===== config.mk =====
export PLATFORM = sky130hd
export DESIGN_NAME = wave_sweep_controller
export DESIGN_NICKNAME = d
export VERILOG_FILES = /design/src/rtl/wave_sweep_controller.sv
export SDC_FILE = /design/constraint.sdc
export NUM_CORES = 1
export LEC_CHECK = 0
export CAP_MARGIN = 15
export CORE_MARGIN = 10
export CORE_UTILIZATION = 45
export DETAILED_ROUTE_END_ITERATION = 7
export DONT_BUFFER_PORTS = 1
export HOLD_SLACK_MARGIN = 0.08
export PLACE_DENSITY = 0.58
export SYNTH_ARGS = -nofsm -noshare
export SYNTH_HDL_FRONTEND = slang
export SYNTH_SLANG_ARGS = --single-unit

===== constraint.sdc =====
create_clock -name clk_i -period 9.14 [get_ports clk_i]
set_input_delay 2.742 -clock clk_i [delete_from_list [all_inputs] [get_ports clk_i]]
set_output_delay 2.742 -clock clk_i [all_outputs]
set_load 0.01 [all_outputs]

===== src/rtl/wave_sweep_controller.sv =====
// Phase-sweep sequencer: programs amplitude, steps phase after each dwell, optional restart.
// Define WAVE_SWEEP_BIDIR_EN to ramp back down to phase_start after the up-ramp.
module wave_sweep_controller (
  input  logic       clk_i,
  input  logic       rst_i,
  input  logic       start_i,
  input  logic       abort_i,
  input  logic       continuous_i,
  input  logic [7:0] amplitude_i,
  input  logic [1:0] waveform_i,
  input  logic [7:0] phase_start_i,
  input  logic [7:0] phase_stop_i,
  input  logic [7:0] phase_step_i,
  input  logic [7:0] dwell_i,
  input  logic       sample_strobe_i,
  output logic       gen_enable_o,
  output logic [1:0] gen_waveform_o,
  output logic       gen_set_phase_strobe_o,
  output logic       gen_set_amplitude_strobe_o,
  output logic [7:0] gen_data_o,
  output logic       busy_o,
  output logic       done_o,
  output logic [7:0] cur_phase_o
);

  typedef enum logic [2:0] {
    S_IDLE,
    S_LOAD_AMP,
    S_LOAD_PHASE,
    S_RUN,
    S_DONE
  } state_t;

  state_t     state, state_n;
  logic [7:0] cur_phase, phase_n;
  logic [7:0] dwell_cnt, cnt_n;
  logic [7:0] amp_q, amp_n;
  logic [1:0] wave_q, wave_n;
  logic [7:0] start_q, start_n;
  logic [7:0] stop_q, stop_n;
  logic [7:0] step_q, step_n;
  logic [7:0] dwell_q, dwell_n;
  logic       cont_q, cont_n;
`ifdef WAVE_SWEEP_BIDIR_EN
  logic       dir_q, dir_n;
  logic [8:0] dn_diff;
  logic       dn_ok;
`endif

  logic       enable_n;
  logic [1:0] gen_wave_n;
  logic       ph_stb_n;
  logic       amp_stb_n;
  logic [7:0] data_n;
  logic       busy_n;
  logic       done_n;

  logic [8:0] up_sum;
  logic       up_ok;
  logic       dwell_hit;
  logic       sweep_end;

  // Step and dwell are stored already forced to a minimum of 1, so the datapath never sees zero.
  assign up_sum    = {1'b0, cur_phase} + {1'b0, step_q};
  assign up_ok     = !up_sum[8] && (up_sum[7:0] <= stop_q);
  assign dwell_hit = ({1'b0, dwell_cnt} + 9'd1) >= {1'b0, dwell_q};
`ifdef WAVE_SWEEP_BIDIR_EN
  assign dn_diff   = {1'b0, cur_phase} - {1'b0, step_q};
  assign dn_ok     = !dn_diff[8] && (dn_diff[7:0] >= start_q);
`endif

  assign cur_phase_o = cur_phase;

  always_ff @(posedge clk_i) begin
    if (!rst_i) begin
      state                      <= S_IDLE;
      cur_phase                  <= '0;
      dwell_cnt                  <= '0;
      amp_q                      <= '0;
      wave_q                     <= '0;
      start_q                    <= '0;
      stop_q                     <= '0;
      step_q                     <= '0;
      dwell_q                    <= '0;
      cont_q                     <= 1'b0;
`ifdef WAVE_SWEEP_BIDIR_EN
      dir_q                      <= 1'b0;
`endif
      gen_enable_o               <= 1'b0;
      gen_waveform_o             <= '0;
      gen_set_phase_strobe_o     <= 1'b0;
      gen_set_amplitude_strobe_o <= 1'b0;
      gen_data_o                 <= '0;
      busy_o                     <= 1'b0;
      done_o                     <= 1'b0;
    end else begin
      state                      <= state_n;
      cur_phase                  <= phase_n;
      dwell_cnt                  <= cnt_n;
      amp_q                      <= amp_n;
      wave_q                     <= wave_n;
      start_q                    <= start_n;
      stop_q                     <= stop_n;
      step_q                     <= step_n;
      dwell_q                    <= dwell_n;
      cont_q                     <= cont_n;
`ifdef WAVE_SWEEP_BIDIR_EN
      dir_q                      <= dir_n;
`endif
      gen_enable_o               <= enable_n;
      gen_waveform_o             <= gen_wave_n;
      gen_set_phase_strobe_o     <= ph_stb_n;
      gen_set_amplitude_strobe_o <= amp_stb_n;
      gen_data_o                 <= data_n;
      busy_o                     <= busy_n;
      done_o                     <= done_n;
    end
  end

  always_comb begin
    state_n   = state;
    phase_n   = cur_phase;
    cnt_n     = dwell_cnt;
    amp_n     = amp_q;
    wave_n    = wave_q;
    start_n   = start_q;
    stop_n    = stop_q;
    step_n    = step_q;
    dwell_n   = dwell_q;
    cont_n    = cont_q;
    sweep_end = 1'b0;
`ifdef WAVE_SWEEP_BIDIR_EN
    dir_n     = dir_q;
`endif

    if (abort_i) begin
      state_n = S_IDLE;
    end else begin
      case (state)
        S_IDLE: begin
          if (start_i) begin
            amp_n   = amplitude_i;
            wave_n  = waveform_i;
            start_n = phase_start_i;
            stop_n  = phase_stop_i;
            step_n  = (phase_step_i == 8'd0) ? 8'd1 : phase_step_i;
            dwell_n = (dwell_i == 8'd0) ? 8'd1 : dwell_i;
            cont_n  = continuous_i;
            phase_n = phase_start_i;
            cnt_n   = '0;
`ifdef WAVE_SWEEP_BIDIR_EN
            dir_n   = 1'b0;
`endif
            state_n = S_LOAD_AMP;
          end
        end
        S_LOAD_AMP: state_n = S_LOAD_PHASE;
        S_LOAD_PHASE: begin
          cnt_n   = '0;
          state_n = S_RUN;
        end
        S_RUN: begin
          if (sample_strobe_i) begin
            if (dwell_hit) begin
              cnt_n   = '0;
              state_n = S_LOAD_PHASE;
`ifdef WAVE_SWEEP_BIDIR_EN
              // Going up until the ramp overshoots, then turning round on the same edge.
              if (!dir_q && up_ok) begin
                phase_n = up_sum[7:0];
              end else if (dn_ok) begin
                phase_n = dn_diff[7:0];
                dir_n   = 1'b1;
              end else begin
                sweep_end = 1'b1;
              end
`else
              if (up_ok) begin
                phase_n = up_sum[7:0];
              end else begin
                sweep_end = 1'b1;
              end
`endif
              if (sweep_end) begin
                if (cont_q) begin
                  phase_n = start_q;
`ifdef WAVE_SWEEP_BIDIR_EN
                  dir_n   = 1'b0;
`endif
                end else begin
                  state_n = S_DONE;
                end
              end
            end else begin
              cnt_n = dwell_cnt + 8'd1;
            end
          end
        end
        S_DONE:  state_n = S_IDLE;
        default: state_n = S_IDLE;
      endcase
    end

    // Outputs are decoded from the state being entered so they line up with it after the edge.
    busy_n     = (state_n != S_IDLE);
    done_n     = (state_n == S_DONE);
    amp_stb_n  = (state_n == S_LOAD_AMP);
    ph_stb_n   = (state_n == S_LOAD_PHASE);
    enable_n   = (state_n == S_RUN) || ((state_n == S_LOAD_PHASE) && (state == S_RUN));
    gen_wave_n = busy_n ? wave_n : 2'd0;
    if (amp_stb_n) begin
      data_n = amp_n;
    end else if (ph_stb_n) begin
      data_n = phase_n;
    end else begin
      data_n = 8'd0;
    end
  end

endmodule


==> flow_summary.yaml <==
global_routing:
  grt_overflow_total: 0
  grt_pass1_wl_um: 16750
  grt.met3_usage_pct: 5.354
  grt_use_met1_pct: 20.04
  busiest_layer: "met2"
  grt_pass1_vias: 3227
  antenna_found_initial: 0
  grt_use_met2_pct: 25.25
  grt_max_degree: 52
  grt_usage_pct: 16.27
logic_synthesis:
  syn_area_mm2: 0.003973
  ys_types: 55
  syn_inst: 497
  yosysSeqAreaShare_pct: 38.80
  synth-main-ff-cell: "dfxtp_1"
  yosys_register_bits: 77
  syn_nets: 571
  async_reset_ff_share_pct: 0
  yosys_warnings: 0
  synth_edf_count: 0
  syn_avg_cell_area_um2: 7.993
clocking:
  cts.reportedPaths.clkPinSlew_ps: 80
  cts-hold-fix-buffers: 0
  clock_latency_ps: 350
  numCtsBuffers: 9
  postCtsSetupBuffers: 0
  cts_resized: 0
  cts_max_level: 3
  clock_sinks: 77
  cts-root-buf: "clkbuf_8"
  clock_path_buffers: 2
  cts_tree: "built"
layout:
  area_growth_pct: 7.307
  fin_cells: 605
  final_util_pct: 49.36
  diodes: 0
  num-fill-cells: 860
  mostFrequentLayoutCell: "nand2_1"
  final_nets: 566
  finalInstanceArea_mm2: 0.004263
  drive_gt1_share_pct: 5.231
  mostFrequentLayoutCells: "nand2_1 (100), dfxtp_1 (77), a21oi_1 (60)"
setup_path:
  crit_path_end_kind: "register"
  startpoint_type: "input port"
  required_ps: 9380
  cp_max_fo: 20
  cp.arrival_ps: 4640
  criticalPathCategory: "in2reg"
sta:
  final.period_utilization_pct: 48.15
  max_freq_mhz: 227.2
  fin_skew_ps: 9.484
  maxSlewHeadroom_pct: 45.76
  rsz0062_at_grt: "no"
  setup_tns_ps: 0
  finalSetupViolations: 0
  drv_slew: 0
  hold_ws_ps: 455.1
  period_needed_ps: 4401
  hold_violations: 0
  tightestPinTransition_ps: 808.6
status:
  status: "finished clean"
die:
  rows: 34
  die_y_um: 114.0
  die_w_um: 114.0
  ios: 71
  die_area_mm2: 0.01299
  core_area_mm2: 0.008636
  initial_core_util_pct: 46.00
power:
  ir_worst_vdd_v: 0.00009183
  p_per_area_mw_per_mm2: 178.1
  power.leakage_uw: 0.001640
detailed_routing:
  wl_um: 10480
  remaining_drc_errors: 0
  vias_per_cell: 5.628
  vias: 3405
  ant_nets: 0
  firstDrtPassIters: 5
  wl_per_cell_um: 17.33
  drt-initial-drc-count: 151
place:
  placed_area_mm2: 0.004055
  placed_cells: 589
  globalplace.congestion: 0.8964
  dpl.hpwl_um: 7846
  port-buffer-count: 0
job:
  max_cap_violations: 0
worst_hold_path:
  hp-class: "reg2reg"
[flip-flops by register name, indices dropped and copies added, names as in the netlist, 3 cells and up]
register / cells
dwell_q: 8
amp_q: 8
dwell_cnt: 8
stop_q: 8
state: 3
start_q: 8
cur_phase_o: 8
step_q: 8
gen_data_o: 8
[synthesized netlist by cell type (all sizes together) (4+ instances only)]
| cell type | count | area (um^2) |
|---|---|---|
| nand3 | 11 | 60.06 |
| xnor2 | 4 | 35.03 |
| nand2 | 100 | 375.4 |
| buf | 10 | 48.80 |
| o211ai | 8 | 60.06 |
| mux2i | 11 | 110.1 |
| a21oi | 61 | 309.1 |
| nor3 | 11 | 55.05 |
| inv | 27 | 101.3 |
| dfxtp | 77 | 1541 |
| and3 | 5 | 31.28 |
| nor2 | 39 | 146.4 |
| a211oi | 5 | 42.54 |
| nor2b | 7 | 43.79 |
| a32oi | 4 | 35.03 |
| o21ai | 26 | 137.6 |
| nand3b | 4 | 30.03 |
| clkbuf | 9 | 33.78 |
| xor2 | 6 | 52.55 |
| ha | 25 | 312.8 |
[worst paths after layout]
kind	start	cells after the start	endpoint	slack, ps
worst max-delay path	start_i	8	gen_data_o[5]$_SDFF_PN0_	4740
worst min register to register	dwell_q[1]$_SDFFE_PN0P_	2	dwell_q[1]$_SDFFE_PN0P_	460
worst max register to register	cur_phase_o[0]$_SDFF_PN0_	17	gen_data_o[5]$_SDFF_PN0_	4900
worst min-delay path	dwell_q[1]$_SDFFE_PN0P_	2	dwell_q[1]$_SDFFE_PN0P_	460
[cell type report]
type / instances / area [um^2] / share of cell area [%]
clock buffers: 12 / 135.1 / 3.170
inverters: 28 / 105.1 / 2.466
repair buffers: 3 / 22.52 / 0.5283
flip-flops and latches: 77 / 1541 / 36.16
well taps: 108 / 135.1 / 3.170
clock inverters: 4 / 72.57 / 1.702
multi-input cells: 373 / 2251 / 52.80
[power breakdown]
| part | internal, uW | switching (uW) |
|---|---|---|
| Combinational | 45.4 | 75.3 |
| Sequential | 348 | 10.6 |
| Clock | 154 | 126 |
[stage by stage]
stage | total power, uW | setup WS (ps)
global route | 797.2 | 4556
detailed placement | 486.7 | 4358
finish | 759.0 | 4739
floorplan | 461.6 | 5150
global placement | 485.2 | 4353
CTS | 766.6 | 4732
[layer usage]
metal,vias to the layer above,wire length [um]
met5,-,0
met4,0,310
met3,21,795
met2,84,4707
met1,1583,4671
li1,1717,-
[kinds of logic after synthesis]
logic type	after synthesis	share of synthesized area, %
XOR/XNOR	10	2.205
multiplexers	11	2.772
AO/OA/AOI/OAI	130	20.98
flip-flops	77	38.80
AND/OR/NAND/NOR	196	22.14
adder cells (fa/ha/maj)	26	8.378
buffers and inverters	47	4.724
[worst max-delay path, cell delays in order]
cell      delay (ps)
nor3b_4          370
nand2b_1         530
buf_4            410
nand2_1          110
a21oi_2           60
nor2b_1          140
o21ai_0          140
a32oi_1          120
(Power assumes the default switching activity.)
